===== config.mk =====
export PLATFORM = sky130hd
export DESIGN_NAME = spi_dma
export DESIGN_NICKNAME = d
export VERILOG_FILES = /design/src/rtl/spi_dma_pkg.sv /design/src/rtl/spi_dma_regs.sv /design/src/rtl/spi_dma.sv
export SDC_FILE = /design/constraint.sdc
export NUM_CORES = 1
export LEC_CHECK = 0
export BUFFER_PORTS_ARGS = -buffer_cell sky130_fd_sc_hd__buf_2
export CORE_ASPECT_RATIO = 2
export CORE_MARGIN = 3
export CORE_UTILIZATION = 30
export CTS_CLUSTER_DIAMETER = 30
export DETAILED_ROUTE_END_ITERATION = 6
export GPL_TIMING_DRIVEN = 1
export PLACE_DENSITY_LB_ADDON = 0.25
export SETUP_SLACK_MARGIN = 0.15
export SLEW_MARGIN = 20
export SYNTH_ARGS = -nofsm -noshare
export SYNTH_HDL_FRONTEND = slang
export SYNTH_SLANG_ARGS = --single-unit
export TNS_END_PERCENT = 20

===== constraint.sdc =====
create_clock -name clk_i -period 4.9 [get_ports clk_i]
set_input_delay 0.98 -clock clk_i [delete_from_list [all_inputs] [get_ports clk_i]]
set_output_delay 0.98 -clock clk_i [all_outputs]
set_load 0.05 [all_outputs]

===== src/rtl/spi_dma_pkg.sv =====
// Shared types and constants for the SPI byte-stream sequencer.
package spi_dma_pkg;

  typedef enum logic [2:0] {
    StIdle,
    StFetch,
    StSend,
    StGuard,
    StWait,
    StRead,
    StStore,
    StDone
  } state_e;

  // Host register indices
  localparam logic [2:0] RegCtrl   = 3'd0;
  localparam logic [2:0] RegLen    = 3'd1;
  localparam logic [2:0] RegTxLo   = 3'd2;
  localparam logic [2:0] RegTxHi   = 3'd3;
  localparam logic [2:0] RegRxLo   = 3'd4;
  localparam logic [2:0] RegRxHi   = 3'd5;
  localparam logic [2:0] RegStatus = 3'd6;

  // Controller register addresses: START opens/closes a transaction, NEXT continues it
  localparam logic [2:0] SpiStart = 3'd0;
  localparam logic [2:0] SpiNext  = 3'd1;

  // CTRL bit positions
  localparam int unsigned CtrlStart = 0;
  localparam int unsigned CtrlAbort = 1;
  localparam int unsigned CtrlSelLo = 2;
  localparam int unsigned CtrlTxEn  = 4;
  localparam int unsigned CtrlRxEn  = 5;

endpackage


===== src/rtl/spi_dma_regs.sv =====
// Host register file: configuration, STATUS with read-to-clear, and the irq line.
module spi_dma_regs
  import spi_dma_pkg::*;
#(
  parameter int unsigned ADDR_W = 16
) (
  input  logic              clk_i,
  input  logic              reset_i,
  input  logic [2:0]        host_addr_i,
  input  logic [7:0]        host_wdata_i,
  input  logic              host_write_i,
  input  logic              host_read_i,
  output logic [7:0]        host_rdata_o,
  input  logic              busy_i,
  input  logic              done_set_i,
  input  logic              aborted_set_i,
  output logic              start_o,
  output logic              abort_o,
  output logic [7:0]        len_o,
  output logic [ADDR_W-1:0] tx_base_o,
  output logic [ADDR_W-1:0] rx_base_o,
  output logic [1:0]        sel_o,
  output logic              tx_en_o,
  output logic              rx_en_o,
  output logic              irq_o
);

  logic [7:0]  len_q;
  logic [15:0] tx_base_q, rx_base_q;
  logic [1:0]  sel_q;
  logic        tx_en_q, rx_en_q;
  logic        done_q, aborted_q, irq_q;
  logic        ctrl_wr, cfg_we, status_rd;

  assign ctrl_wr   = host_write_i && (host_addr_i == RegCtrl);
  // Configuration is frozen while a transfer is running
  assign cfg_we    = host_write_i && !busy_i;
  assign status_rd = host_read_i && (host_addr_i == RegStatus);
  assign start_o   = ctrl_wr && host_wdata_i[CtrlStart] && !busy_i;
  assign abort_o   = ctrl_wr && host_wdata_i[CtrlAbort] && busy_i;

  assign len_o     = len_q;
  assign tx_base_o = tx_base_q[ADDR_W-1:0];
  assign rx_base_o = rx_base_q[ADDR_W-1:0];
  assign sel_o     = sel_q;
  assign tx_en_o   = tx_en_q;
  assign rx_en_o   = rx_en_q;
  assign irq_o     = irq_q;

  // Configuration registers
  always_ff @(posedge clk_i) begin
    if (reset_i) begin
      len_q     <= 8'h00;
      tx_base_q <= 16'h0000;
      rx_base_q <= 16'h0000;
      sel_q     <= 2'b00;
      tx_en_q   <= 1'b0;
      rx_en_q   <= 1'b0;
    end else if (cfg_we) begin
      case (host_addr_i)
        RegCtrl: begin
          sel_q   <= host_wdata_i[CtrlSelLo +: 2];
          tx_en_q <= host_wdata_i[CtrlTxEn];
          rx_en_q <= host_wdata_i[CtrlRxEn];
        end
        RegLen:  len_q            <= host_wdata_i;
        RegTxLo: tx_base_q[7:0]   <= host_wdata_i;
        RegTxHi: tx_base_q[15:8]  <= host_wdata_i;
        RegRxLo: rx_base_q[7:0]   <= host_wdata_i;
        RegRxHi: rx_base_q[15:8]  <= host_wdata_i;
        default: ;
      endcase
    end
  end

  // Status flags; a completion in the same cycle as a STATUS read is not lost
  always_ff @(posedge clk_i) begin
    if (reset_i) begin
      done_q    <= 1'b0;
      aborted_q <= 1'b0;
      irq_q     <= 1'b0;
    end else if (done_set_i) begin
      done_q    <= 1'b1;
      aborted_q <= aborted_set_i;
      irq_q     <= 1'b1;
    end else begin
      if (status_rd || start_o) done_q <= 1'b0;
      if (status_rd) begin
        aborted_q <= 1'b0;
        irq_q     <= 1'b0;
      end
    end
  end

  // Read mux, combinational on the address
  always_comb begin
    host_rdata_o = 8'h00;
    case (host_addr_i)
      RegCtrl:   host_rdata_o = {2'b00, rx_en_q, tx_en_q, sel_q, 2'b00};
      RegLen:    host_rdata_o = len_q;
      RegTxLo:   host_rdata_o = tx_base_q[7:0];
      RegTxHi:   host_rdata_o = tx_base_q[15:8];
      RegRxLo:   host_rdata_o = rx_base_q[7:0];
      RegRxHi:   host_rdata_o = rx_base_q[15:8];
      RegStatus: host_rdata_o = {5'b00000, aborted_q, done_q, busy_i};
      default:   host_rdata_o = 8'h00;
    endcase
  end

endmodule


===== src/rtl/spi_dma.sv =====
// Byte-stream sequencer driving the SPI controller register interface from memory buffers.
module spi_dma
  import spi_dma_pkg::*;
#(
  parameter int unsigned ADDR_W = 16,
  parameter logic [7:0]  FILL   = 8'hff
) (
  input  logic              clk_i,
  input  logic              reset_i,
  input  logic [2:0]        host_addr_i,
  input  logic [7:0]        host_wdata_i,
  output logic [7:0]        host_rdata_o,
  input  logic              host_write_i,
  input  logic              host_read_i,
  output logic              irq_o,
  output logic [ADDR_W-1:0] mem_addr_o,
  output logic [7:0]        mem_wdata_o,
  input  logic [7:0]        mem_rdata_i,
  output logic              mem_req_o,
  output logic              mem_we_o,
  input  logic              mem_ack_i,
  output logic [2:0]        spi_reg_addr_o,
  output logic [7:0]        spi_reg_data_out_o,
  input  logic [7:0]        spi_reg_data_in_i,
  output logic [1:0]        spi_reg_sel_o,
  output logic              spi_reg_write_o,
  output logic              spi_reg_read_o,
  input  logic              spi_irq_i
);

  state_e            state_q, state_d;
  logic [7:0]        count_q, count_d;
  logic [ADDR_W-1:0] txp_q, txp_d, rxp_q, rxp_d;
  logic [7:0]        byte_q, byte_d;
  logic              first_q, first_d;
  logic              close_q, close_d;
  logic              abort_pend_q, abort_pend_d;

  logic              busy, done_set, start, abort, last;
  logic [7:0]        len;
  logic [ADDR_W-1:0] tx_base, rx_base;
  logic [1:0]        sel;
  logic              tx_en, rx_en;

  assign busy = (state_q != StIdle);

  spi_dma_regs #(
    .ADDR_W (ADDR_W)
  ) u_regs (
    .clk_i         (clk_i),
    .reset_i       (reset_i),
    .host_addr_i   (host_addr_i),
    .host_wdata_i  (host_wdata_i),
    .host_write_i  (host_write_i),
    .host_read_i   (host_read_i),
    .host_rdata_o  (host_rdata_o),
    .busy_i        (busy),
    .done_set_i    (done_set),
    .aborted_set_i (abort_pend_q),
    .start_o       (start),
    .abort_o       (abort),
    .len_o         (len),
    .tx_base_o     (tx_base),
    .rx_base_o     (rx_base),
    .sel_o         (sel),
    .tx_en_o       (tx_en),
    .rx_en_o       (rx_en),
    .irq_o         (irq_o)
  );

  // Sel is frozen while busy, so it can drive the controller directly
  assign spi_reg_sel_o      = sel;
  assign spi_reg_data_out_o = byte_q;
  // A pending abort closes the transaction at the next readback
  assign last               = (count_q == 8'd1) || abort_pend_q;

  // Sequencer state register
  always_ff @(posedge clk_i) begin
    if (reset_i) begin
      state_q      <= StIdle;
      count_q      <= 8'h00;
      txp_q        <= '0;
      rxp_q        <= '0;
      byte_q       <= 8'h00;
      first_q      <= 1'b0;
      close_q      <= 1'b0;
      abort_pend_q <= 1'b0;
    end else begin
      state_q      <= state_d;
      count_q      <= count_d;
      txp_q        <= txp_d;
      rxp_q        <= rxp_d;
      byte_q       <= byte_d;
      first_q      <= first_d;
      close_q      <= close_d;
      abort_pend_q <= abort_pend_d;
    end
  end

  // Next-state and strobe generation; only one strobe can be active per state
  always_comb begin
    state_d         = state_q;
    count_d         = count_q;
    txp_d           = txp_q;
    rxp_d           = rxp_q;
    byte_d          = byte_q;
    first_d         = first_q;
    close_d         = close_q;
    abort_pend_d    = abort_pend_q;
    mem_req_o       = 1'b0;
    mem_we_o        = 1'b0;
    mem_addr_o      = txp_q;
    mem_wdata_o     = byte_q;
    spi_reg_write_o = 1'b0;
    spi_reg_read_o  = 1'b0;
    spi_reg_addr_o  = SpiStart;
    done_set        = 1'b0;

    if (abort && (state_q != StDone)) abort_pend_d = 1'b1;

    unique case (state_q)
      StIdle: begin
        if (start) begin
          count_d      = len;
          txp_d        = tx_base;
          rxp_d        = rx_base;
          first_d      = 1'b1;
          close_d      = 1'b0;
          abort_pend_d = 1'b0;
          state_d      = StFetch;
        end
      end
      StFetch: begin
        if (tx_en) begin
          mem_req_o  = 1'b1;
          mem_addr_o = txp_q;
          if (mem_ack_i) begin
            byte_d  = mem_rdata_i;
            txp_d   = txp_q + 1'b1;
            state_d = StSend;
          end
        end else begin
          byte_d  = FILL;
          state_d = StSend;
        end
      end
      StSend: begin
        spi_reg_write_o = 1'b1;
        spi_reg_addr_o  = first_q ? SpiStart : SpiNext;
        first_d         = 1'b0;
        state_d         = StGuard;
      end
      // Gives the controller a cycle to drop its registered interrupt
      StGuard: state_d = StWait;
      StWait: begin
        if (spi_irq_i) state_d = StRead;
      end
      StRead: begin
        spi_reg_read_o = 1'b1;
        spi_reg_addr_o = last ? SpiStart : SpiNext;
        byte_d         = spi_reg_data_in_i;
        close_d        = last;
        state_d        = StStore;
      end
      StStore: begin
        if (rx_en) begin
          mem_req_o  = 1'b1;
          mem_we_o   = 1'b1;
          mem_addr_o = rxp_q;
          if (mem_ack_i) begin
            rxp_d   = rxp_q + 1'b1;
            count_d = count_q - 8'd1;
            state_d = close_q ? StDone : StFetch;
          end
        end else begin
          count_d = count_q - 8'd1;
          state_d = close_q ? StDone : StFetch;
        end
      end
      StDone: begin
        done_set     = 1'b1;
        abort_pend_d = 1'b0;
        state_d      = StIdle;
      end
      default: state_d = StIdle;
    endcase
  end

endmodule


==> results.yml <==
outcome:
  status: "finished, final reports clean"
setup_path:
  crit_path_cell_trace: "nand3b_1 -> a311o_1 -> o31ai_1 -> buf_2"
  slowest_delay_ns: 0.74
  required_ns: 3.92
  regToRegStartpoint: "state_q[0]$_SDFFE_PP0P_"
  cp_top_family: "flip-flops"
  startpoint_type: "flip-flop"
  crit_path_start: "state_q[0]$_SDFFE_PP0P_"
  path_class: "flip-flop to output port"
  worstPathArrival_ns: 2.63
  slowest_stage: "dfxtp_1"
  endpoint_kind: "output port"
  crit_buf_inv: 1
  cp_max_fo: 19
global_routing:
  grtUsageTotal: 0.201
  grt_antenna_before_repair: 0
  grt_pass1_vias: 5537
  grt_first_pass_wirelength_um: 31100
  grt_overflow: 0
  grt_max_degree: 60
pwr:
  p_leak_nw: 2.54
  power_density_nw_per_um2: 280
  seqPwrFrac: 0.478
  power_frac_comb: 0.090
  pwr-share-clk: 0.432
  switching_share: 0.256
  intPower_mw: 1.32
  ir_drop_uv: 158
  p_switching_mw: 0.456
clock_network:
  clkSinkCount: 101
  post_cts_resized: 0
  clockBufferDepth: 2
  root_buffer: "clkbuf_16"
  clock_latency_ns: 0.36
  hold_buffers: 0
  path_clk_slew_ns: 0.07
  cts_tree: "yes"
  cts_made_buffers: 9
  htreeDepth: 3
  post_cts_buffers: 0
logic_synthesis:
  ys_types: 67
  yosys_warnings: 0
  postSynthCellCount: 734
  async_flop_share: 0
  synth_edf_count: 0
  synth-seq-cells: 101
  yosysSeqAreaShare: 0.359
  syn_avg_cell_area_um2: 7.67
  ys.flop_type: "dfxtp_1"
  syn-cell-area_um2: 5630
layout:
  fin_cells: 986
  area_growth_pct: 12.8
  postLayoutCoreUtil: 0.345
  nets: 804
  num_antenna_cells: 0
  drive_gt1_frac: 0.152
  num-fill-cells: 1987
hold_path:
  min_from: "u_regs.irq_o$_SDFFE_PP0P_"
  hold_class: "flip-flop to flip-flop"
die:
  start_util: 0.306
  die_area_um2: 20500
  std_cell_rows: 70
  chipHeight_um: 200
  core_um2: 18400
  die_x_um: 103
  io_pins: 83
timing:
  max_slew.worst_pin.slew_ns: 0.989
  finalSetupViolCount: 0
  rsz0062_at_grt: "no"
  drv_slew: 0
  final.min_clock_period_ns: 3.61
  fin_ws_ns: 1.29
  min_period_over_period: 0.737
  final.setup.tns_ns: 0
  max_freq_mhz: 277
  hold_violations: 0
  fin_skew_ns: 0.00713
  slew_headroom: 0.341
routing:
  antenna_left: 0
  dr_total_vias: 5560
  drt-total-wl_um: 20300
  drc: 0
  drtIter0Drc: 277
  avgRoutedWirePerCell_um: 20.6
  viasPerCell: 5.64
  first_pass_iters: 5
place:
  gp_congestion: 0.870
  pre_cts_slack_ns: 1.42
  io_buffer_count: 80
  post-place-cells: 972
  dp_hpwl_um: 15300
job:
  max-cap-violations: 0
worst reg2reg max path, delay by kind of cell, from the launching register on:
family,cells,cell delay (ns)
and+or+nand+nor,2,0.66
AOI/OAI and AO/OA,3,1.28
DFF,1,0.74
placed cells by master (no fill, tap or decap), drive strengths merged, types with 11 or more instances in the layout:
cell,n
buf,88
nor2,95
nand3,29
a311oi,11
dfxtp,101
inv,24
nand2,99
mux2i,42
nor3,14
a21oi,62
nand4,12
o21ai,39
a31oi,11
per-layer routing:
layer | up-vias | global-route usage | part of all wire
met5 | - | 0 | 0
met4 | 0 | 0.138 | 0.075
met3 | 64 | 0.0264 | 0.028
met2 | 161 | 0.368 | 0.53
met1 | 2656 | 0.204 | 0.36
li1 | 2679 | - | -
power groups by stage:
| stage | combinational, mW | clock, mW | sequential [mW] |
|---|---|---|---|
| CTS | 0.160 | 0.784 | 0.849 |
| floorplan | 0.108 | 0 | 0.867 |
| finish | 0.159 | 0.768 | 0.850 |
| global route | 0.173 | 0.810 | 0.850 |
| global placement | 0.160 | 0 | 0.868 |
| detailed placement | 0.160 | 0 | 0.868 |
cells in the mapped netlist, types with 3 or more instances:
| master | n | area (µm²) |
|---|---|---|
| nor2b_1 | 6 | 37.5 |
| nand2b_1 | 7 | 43.8 |
| o22ai_1 | 4 | 25.0 |
| nand2_1 | 99 | 372 |
| nor3_1 | 13 | 65.1 |
| a22oi_1 | 9 | 67.6 |
| or3_1 | 5 | 31.3 |
| a32oi_1 | 7 | 61.3 |
| a311oi_1 | 11 | 96.3 |
| o21ai_1 | 3 | 15.0 |
| a31oi_1 | 11 | 68.8 |
| dfxtp_1 | 101 | 2020 |
| a221oi_1 | 3 | 26.3 |
| nor2_1 | 94 | 353 |
| mux2i_1 | 42 | 420 |
| a21o_1 | 3 | 22.5 |
| ha_1 | 4 | 50.1 |
| buf_2 | 12 | 60.1 |
| a21oi_1 | 62 | 310 |
| mux2_2 | 4 | 45.0 |
| nand3_1 | 29 | 145 |
| nor4_1 | 9 | 56.3 |
| buf_1 | 3 | 11.3 |
| clkbuf_1 | 39 | 146 |
| o21ai_0 | 35 | 175 |
| o32ai_1 | 4 | 35.0 |
| a2bb2oi_1 | 8 | 70.1 |
| buf_4 | 12 | 90.1 |
| o31ai_1 | 3 | 22.5 |
| and3_1 | 6 | 37.5 |
| inv_1 | 23 | 86.3 |
| nand4_1 | 12 | 75.1 |
| a22o_1 | 5 | 43.8 |
worst paths after layout:
| path | to | slack [ns] | cells past startpoint |
|---|---|---|---|
| min reg2reg | u_regs.irq_o$_SDFFE_PP0P_ | 0.46 | 2 |
| min | u_regs.irq_o$_SDFFE_PP0P_ | 0.46 | 2 |
| max | spi_reg_addr_o[0] | 1.29 | 4 |
| max reg2reg | rxp_q[14]$_SDFFE_PP0P_ | 2.15 | 5 |
stage by stage:
stage / power [mW] / cell area [µm²] / hold WS [ns]
after floorplan: 0.975 / 5630 / 0.444
after global placement: 1.03 / 6050 / 0.441
after detailed placement: 1.03 / 6050 / 0.449
after CTS: 1.79 / 6350 / 0.459
after global routing: 1.83 / 6350 / 0.479
final: 1.78 / 6350 / 0.458
area by class of cell:
cell class / count / area (µm²) / share of cell area
tap: 216 / 270 / 0.0426
multi-input combinational: 543 / 3200 / 0.504
inverter: 24 / 90.1 / 0.0142
clock buffer: 9 / 225 / 0.0355
timing repair buffer: 88 / 463 / 0.0729
sequential: 101 / 2020 / 0.318
clock inverter: 5 / 77.6 / 0.0122
sequential cells by signal, summed over array words and instances, names as in the netlist:
signal            cells
abort_pend_q          1
close_q               1
count_q               8
first_q               1
mem_wdata_o           8
rxp_q                16
state_q               3
txp_q                16
u_regs.aborted_q      1
u_regs.done_q         1
u_regs.irq_o          1
u_regs.len_o          8
u_regs.rx_base_o     16
u_regs.rx_en_o        1
u_regs.sel_o          2
u_regs.tx_base_o     16
u_regs.tx_en_o        1
cell families (layout without fill, tap and decap cells):
family / after synthesis / in the layout / share of synthesized area
and+or+nand+nor: 303 / 303 / 0.254
AOI/OAI and AO/OA: 186 / 186 / 0.214
DFF: 101 / 101 / 0.359
buffers and inverters: 91 / 126 / 0.0727
muxes: 48 / 48 / 0.0907
adders and majority gates: 4 / 4 / 0.00889
other: 1 / 2 / 0.000666
(Power assumes the default switching activity.)
